File: src/rtl/risc_sequencer.sv
// Simple-RISC control sequencer: 8-phase instruction cycle plus a sticky HALTED state.
// Optional single-step input is enabled by defining SIMPLE_RISC_STEP_EN.
module risc_sequencer #(
  parameter int OP_W        = 3,
  parameter int RESET_PHASE = 0
) (
  input  logic            clk,
  input  logic            rst_n,
  input  logic            run,
`ifdef SIMPLE_RISC_STEP_EN
  input  logic            step,
`endif
  input  logic [OP_W-1:0] opcode,
  input  logic            is_zero,
  output logic            sel,
  output logic            rd,
  output logic            ld_ir,
  output logic            inc_pc,
  output logic            ld_pc,
  output logic            ld_ac,
  output logic            wr,
  output logic            data_e,
  output logic            halt,
  output logic [2:0]      phase
);

  if (OP_W != 3) begin : g_bad_op_w
    $error("risc_sequencer: OP_W must be 3");
  end
  if (RESET_PHASE < 0 || RESET_PHASE > 7) begin : g_bad_reset_phase
    $error("risc_sequencer: RESET_PHASE must be 0..7");
  end

  typedef enum logic [3:0] {
    ST_INST_ADDR  = 4'd0,
    ST_INST_FETCH = 4'd1,
    ST_INST_LOAD  = 4'd2,
    ST_IDLE       = 4'd3,
    ST_OP_ADDR    = 4'd4,
    ST_OP_FETCH   = 4'd5,
    ST_ALU_OP     = 4'd6,
    ST_STORE      = 4'd7,
    ST_HALTED     = 4'd8
  } state_e;

  localparam logic [3:0] RESET_ST = 4'(RESET_PHASE);

  state_e state_r;
  state_e state_nxt_s;
  logic   zero_r;
  logic   adv_s;
  logic   op_ok_s;
  logic   is_alu_s;
  logic   is_hlt_s;
  logic   is_skz_s;
  logic   is_sto_s;
  logic   is_jmp_s;

`ifdef SIMPLE_RISC_STEP_EN
  assign adv_s = run | step;
`else
  assign adv_s = run;
`endif

  // Opcode class decode; anything unknown falls to default with every class low.
  always_comb begin
    op_ok_s  = 1'b0;
    is_alu_s = 1'b0;
    is_hlt_s = 1'b0;
    is_skz_s = 1'b0;
    is_sto_s = 1'b0;
    is_jmp_s = 1'b0;
    case (opcode)
      3'b000:                          begin op_ok_s = 1'b1; is_hlt_s = 1'b1; end
      3'b001:                          begin op_ok_s = 1'b1; is_skz_s = 1'b1; end
      3'b010, 3'b011, 3'b100, 3'b101:  begin op_ok_s = 1'b1; is_alu_s = 1'b1; end
      3'b110:                          begin op_ok_s = 1'b1; is_sto_s = 1'b1; end
      3'b111:                          begin op_ok_s = 1'b1; is_jmp_s = 1'b1; end
      default:                         begin op_ok_s = 1'b0; end
    endcase
  end

  // Next-state: HALTED is absorbing, otherwise wrap through the eight phases.
  always_comb begin
    state_nxt_s = state_r;
    if (state_r == ST_HALTED) begin
      state_nxt_s = ST_HALTED;
    end else if (adv_s) begin
      if (state_r == ST_OP_ADDR && is_hlt_s) begin
        state_nxt_s = ST_HALTED;
      end else begin
        state_nxt_s = state_e'({1'b0, state_r[2:0] + 3'd1});
      end
    end else begin
      state_nxt_s = state_r;
    end
  end

  // State register and zero-flag capture on the edge leaving IDLE.
  always_ff @(posedge clk or negedge rst_n) begin
    if (!rst_n) begin
      state_r <= state_e'(RESET_ST);
      zero_r  <= 1'b0;
    end else begin
      state_r <= state_nxt_s;
      if (adv_s && state_r == ST_IDLE) begin
        zero_r <= is_zero;
      end
    end
  end

  // Strobe decode from the registered phase and the live opcode.
  always_comb begin
    sel    = 1'b0;
    rd     = 1'b0;
    ld_ir  = 1'b0;
    inc_pc = 1'b0;
    ld_pc  = 1'b0;
    ld_ac  = 1'b0;
    wr     = 1'b0;
    data_e = 1'b0;
    halt   = 1'b0;
    phase  = state_r[2:0];
    case (state_r)
      ST_INST_ADDR:  sel = 1'b1;
      ST_INST_FETCH: begin sel = 1'b1; rd = 1'b1; end
      ST_INST_LOAD,
      ST_IDLE:       begin sel = 1'b1; rd = 1'b1; ld_ir = 1'b1; end
      ST_OP_ADDR: begin
        inc_pc = op_ok_s & ~is_hlt_s;
        halt   = is_hlt_s;
      end
      ST_OP_FETCH:   rd = is_alu_s;
      ST_ALU_OP: begin
        rd     = is_alu_s;
        inc_pc = is_skz_s & zero_r;
        ld_pc  = is_jmp_s;
        data_e = is_sto_s;
      end
      ST_STORE: begin
        rd     = is_alu_s;
        ld_ac  = is_alu_s;
        ld_pc  = is_jmp_s;
        data_e = is_sto_s;
        wr     = is_sto_s;
      end
      ST_HALTED: begin
        halt  = 1'b1;
        phase = 3'd7;
      end
      default: phase = 3'd7;
    endcase
  end

  risc_sequencer_chk #(.OP_W(OP_W)) u_chk (
    .clk      (clk),
    .rst_n    (rst_n),
    .op_phase (state_r inside {ST_IDLE, ST_OP_ADDR, ST_OP_FETCH, ST_ALU_OP, ST_STORE}),
    .opcode   (opcode)
  );

endmodule

// Simulation checks: opcode must be known while it feeds the decode.
module risc_sequencer_chk #(
  parameter int OP_W = 3
) (
  input logic            clk,
  input logic            rst_n,
  input logic            op_phase,
  input logic [OP_W-1:0] opcode
);

  a_opcode_known: assert property (@(posedge clk) disable iff (!rst_n)
    op_phase |-> !$isunknown(opcode));

endmodule

File: config.mk
export PLATFORM = sky130hd
export DESIGN_NAME = risc_sequencer
export DESIGN_NICKNAME = d
export VERILOG_FILES = /design/src/rtl/risc_sequencer.sv
export SDC_FILE = /design/constraint.sdc
export NUM_CORES = 1
export LEC_CHECK = 0
export ABC_AREA = 1
export CORE_AREA = 2 2 39 41
export CTS_BUF_LIST = sky130_fd_sc_hd__clkbuf_16
export DETAILED_ROUTE_END_ITERATION = 7
export DIE_AREA = 0 0 41 43
export PLACE_DENSITY = 0.66
export SLEW_MARGIN = 20
export SYNTH_ARGS = -nofsm -noshare
export SYNTH_HDL_FRONTEND = slang
export SYNTH_SLANG_ARGS = --single-unit
File: constraint.sdc
create_clock -name clk -period 2.05 [get_ports clk]
set_clock_uncertainty 0.05 [all_clocks]
set_input_delay 0.615 -clock clk [delete_from_list [all_inputs] [get_ports clk]]
set_output_delay 0.615 -clock clk [all_outputs]
set_load 0.05 [all_outputs]
-- Word level (Yosys, flattened, before mapping)
Index checks and enable logic that the tools add are counted.
- logic and storage cells: 53
- register bits after elaboration: 5
- input bits: 7
- add/subtract/negate cells: 1
- reductions and logical operators: 13
- equal/unequal tests: 15
- bitwise logic cells: 3
- muxes and demuxes: 19
- operators by type and width (kind ; count):
    == test 4 x 3 -> 1 bit (second input constant) ; 4
    OR reduction 8 bit ; 2
    == test 3 bit (second input constant) ; 4
    2-to-1 mux 1 bit ; 12
    2-to-1 mux 4 bit ; 3
    == test 4 x 2 -> 1 bit (second input constant) ; 2
    OR reduction 4 bit ; 2
    == test 3 x 2 -> 1 bit (second input constant) ; 2
    case mux 1 bit (2 select lines) ; 3
    OR reduction 3 bit ; 2
    == test 4 x 1 -> 1 bit (second input constant) ; 1
    == test 4 bit (second input constant) ; 1
    logical NOT 4 bit ; 1
    OR reduction 2 bit ; 2
    adder 3 x 1 -> 3 bit (second input constant) ; 1
    == test 3 x 1 -> 1 bit (second input constant) ; 1
    logical NOT 3 bit ; 1
    2-to-1 mux 3 bit ; 1
    bitwise AND 1 bit ; 2
    logical AND 1 bit ; 2
    nonzero test 2 bit ; 1
    inverter 1 bit ; 1

-- Longest topological paths before layout
Gate-level depths: netlist of run 1.
- depth in word-level cells: 6
- gate-level depth with buffers: 8

-- Worst setup path after synthesis of run 1
No wires, ideal clock.
- path kind: input port to output port
- start point: in opcode[1]
- end point: out inc_pc
- arrival time: 1.944 ns
- data required time: 1.385 ns
- path buffers: 0
- stages on the path: 3
- slack: -0.559 ns
- path through: inv_1 > nand2_1 > o31ai_1
- word-level cells in the longest chain between the ends: 5
- elaborated cells on any way between the ends: 8
- ends and longest elaborated chain (item ; line ; RTL):
    start: declaration ; 13 ; input logic [OP_W-1:0] opcode,
    logical NOT 3 bit ; 73 ; case (opcode)
    2-to-1 mux 1 bit ; 73 ;
    inverter 1 bit ; 130 ; inc_pc = op_ok_s & ~is_hlt_s;
    bitwise AND 1 bit ; 130 ;
    case mux 1 bit (2 select lines) * ; 124 ; case (state_r)
    end: declaration ; 18 ; output logic inc_pc,
Every way passes the cells marked *; elsewhere a longest branch is shown, timed or not.

-- Worst setup path after layout of run 1
- start point: reg state_r[1]
- end point: out rd
- word-level cells in the longest chain between the ends: 3
- elaborated cells on any way between the ends: 9
- ends and longest elaborated chain (item ; line ; RTL):
    start: declaration ; 48 ; state_e state_r;
    start signal: assignment ; 102 ; state_r <= state_e'(RESET_ST);
    start signal: assignment ; 105 ; state_r <= state_nxt_s;
    == test 4 x 3 -> 1 bit (tied with other cells) ; 124 ;
    OR reduction 3 bit (no line) ; - ;
    case mux 1 bit (2 select lines) * ; 124 ;
    end: declaration ; 16 ; output logic rd,
Marked as above.

==> results of run 1 <==
## through the flow
stage | instance area (um2) | util | setup TNS [ns] | hold WS [ns] | std cells
floorplan | 502 | - | -0.406 | 0.269 | 69
global placement | 847 | 0.612 | -2.05 | 0.431 | 108
detailed placement | 847 | 0.612 | -2.21 | 0.441 | 108
CTS | 1120 | 0.808 | -0.623 | 0.449 | 117
global route | 1200 | 0.865 | -1.31 | 0.456 | 122
finish | 1200 | 0.865 | -0.772 | 0.445 | 122
## cell type report
class / count / area, um2
inverters: 14 / 61.3
multi-input cells: 50 / 499
flip-flops and latches: 5 / 128
clock buffers: 3 / 75.1
repair buffers: 33 / 410
clock inverters: 1 / 3.75
well taps: 16 / 20.0
fillers: 71 / 186
## report_power, final
group	internal [mW]	switching [mW]	leakage [nW]
clock	0.252	0.0609	0.0423
sequential	0.0993	0	0.0627
combinational	0.0146	0.0220	0.457
total	0.366	0.0828	0.562
## cell families after synthesis
kind of cell	after synthesis
simple gates	39
buf+inv	14
compound gates	7
flops	5
fa+ha+maj	4
## worst max path at each step
stage	end	slack, ns	depth (start not counted)
2_1_floorplan	ld_pc	-0.15	6
3_3_place_gp	inc_pc	-0.32	4
3_5_place_dp	rd	-0.36	6
4_1_cts	ld_pc	-0.12	7
5_1_grt	rd	-0.21	7
6_report	rd	-0.15	7
## worst reg2reg max path, delay by kind of cell (launching register included)
kind	cells	cell delay, ns
AO/OA/AOI/OAI	1	0.04
adder cells (fa/ha/maj)	1	0.18
buffers and inverters	3	0.31
flip-flops	1	0.40
AND/OR/NAND/NOR	3	0.29
## layer usage
layer  up-vias  wire length (um)  global-route usage
met5         -                 0                   0
met4         0                41               0.140
met3         6                53              0.0366
met2        20               908               0.366
met1       279               573               0.211
li1        294                 -                   -
## synth_stat cells, types with 2 or more instances
cell type,instances,area (um2)
nor2_1,5,18.8
inv_2,2,7.51
dfrtp_1,5,125
ha_1,4,50.1
nand2_1,17,63.8
nand3_1,4,20.0
o21ai_0,3,15.0
nand2_2,6,37.5
inv_1,12,45.0
nor3_1,3,15.0
## state kept, by name, indices dropped and copies added, names as in the netlist
name and flops:
zero_r 1, state_r 4
## what timing repair did
action | CTS | global route
resized for setup | 52 | 13
hold buffers | 0 | 0
setup endpoints to repair | 12 | 12
setup buffers | 5 | 5
cloned | 0 | 0
pin swaps | 15 | 11
==> run metrics, run 1 <==
Yosys cell types=18; drc violations=0; Yosys reg bits=5; reg2reg end=state_r[0]$_DFFE_PN0P_; RD Place Congestion=0.754; Vias/cell=4.91; largest family of logic cells by synthesized area=simple AND/OR/NAND/NOR gates; I/O pins=19; clock root buffer=clkbuf_16; global-route wire length before repair=2460 um; drt total wl=1580 um; Crit Path Category=flop to output port; Final Cycle Share=1.07; Setup crit start kind=flop; WL per Instance=12.9 um; Die Footprint=1760 um2; Crit. Startpoint=state_r[1]$_DFFE_PN0P_; Num CTS Buffers=3; delay-heaviest family, CP=flip-flops; Post-Syn Area per Cell=6.65 um2; diode count=0; Starting Density=0.332; Net count, final=118; Tot Pwr=0.449 mW; number of synthesized flops with an enable pin=0; Max Root-Sink Buffers=2; Pleak=0.562 nW; FF-to-FF path depth=8; row count=14; worst setup margin=-0.151 ns; Area Overhead vs Synth=161%; First DRT Iteration DRCs=4; commonest cells after routing, fill and taps aside=buf_4 (12), buf_12 (11), nand2_1 (10); register area share after synthesis=0.272; reg-to-reg startpoint=state_r[0]$_DFFE_PN0P_; min-delay src=zero_r$_DFFE_PN0P_; antenna-violating nets left=0; DR vias=599; First-pass DRT Iterations=4; failing checks=negative setup slack; CTS tree=done; commonest non-fill, non-tap cell in the layout=buf_4; Cell Chain, Critical Path=buf_6 > ha_4 > nor2_4 > inv_2 > o21ai_2 > a21oi_4 > buf_12; fmax=454 MHz; Power Density=375 nW/um2; Synth Flop Type=dfrtp_1; Worst-path clk slew=0.03 ns; Slowest-stage cell, CP=dfrtp_1; status=complete, but fails checks; relative slew slack=0.843; post-synth design cell area=459 um2; initial antenna violation count=0; largest net degree at the start of global routing=8; Syn Nets=80; RSZ-0062 raised after global routing=yes; CP arrival=1.54 ns; multiplexer area fraction after synthesis=0; total core area=1380 um2; Worst EP required=1.38 ns; vias in the first global route=572; Final Setup Violations=11; port bufs=18; share of cells above drive strength 1=0.745; max-cap violations=0; Peak VDD IR=0.549 mV; fin crit period=2.20 ns; CP peak stage delay=0.41 ns; CP Capture Type=output port; HP Class=flop to flop; # clock sinks=5; Yosys warnings=0; clk_lat worst skew=0.23 ns; Worst Tran Pin Value=0.235 ns; Synth Area in Compound Gates=0.0899; DP HPWL=941 um; Post-Synth XOR/XNOR Area=0; WHS Endpoint=zero_r$_DFFE_PN0P_; H-tree depth=1; CP Buf/Inv Count=3; chip height=43 um; Synth Area in Simple Gates=0.414; Worst Hold Depth=2; pre-CTS setup slack=-0.362 ns; crit path max fanout=3; GR Overflow Total=0; Synth Area in Adders=0.109; DIE WIDTH=41 um; fraction of registers with async set/reset=1.00; cells after synthesis=69; GRT Resource Usage Total=0.211; R2R Setup Slk=0.67 ns; Fin. Hold Viols=0; Pins Over Slew Limit=0
(Power assumes the default switching activity.)
==> run 2: changes to the inputs <==
--- a/config.mk
+++ b/config.mk
@@ -6,6 +6,7 @@
 export NUM_CORES = 1
 export LEC_CHECK = 0
 export ABC_AREA = 1
+export CAP_MARGIN = 20
 export CORE_AREA = 2 2 39 41
 export CTS_BUF_LIST = sky130_fd_sc_hd__clkbuf_16
 export DETAILED_ROUTE_END_ITERATION = 7
==> results of run 2 <==
The final DEF is identical to that of run 1; final timing and power are the same.
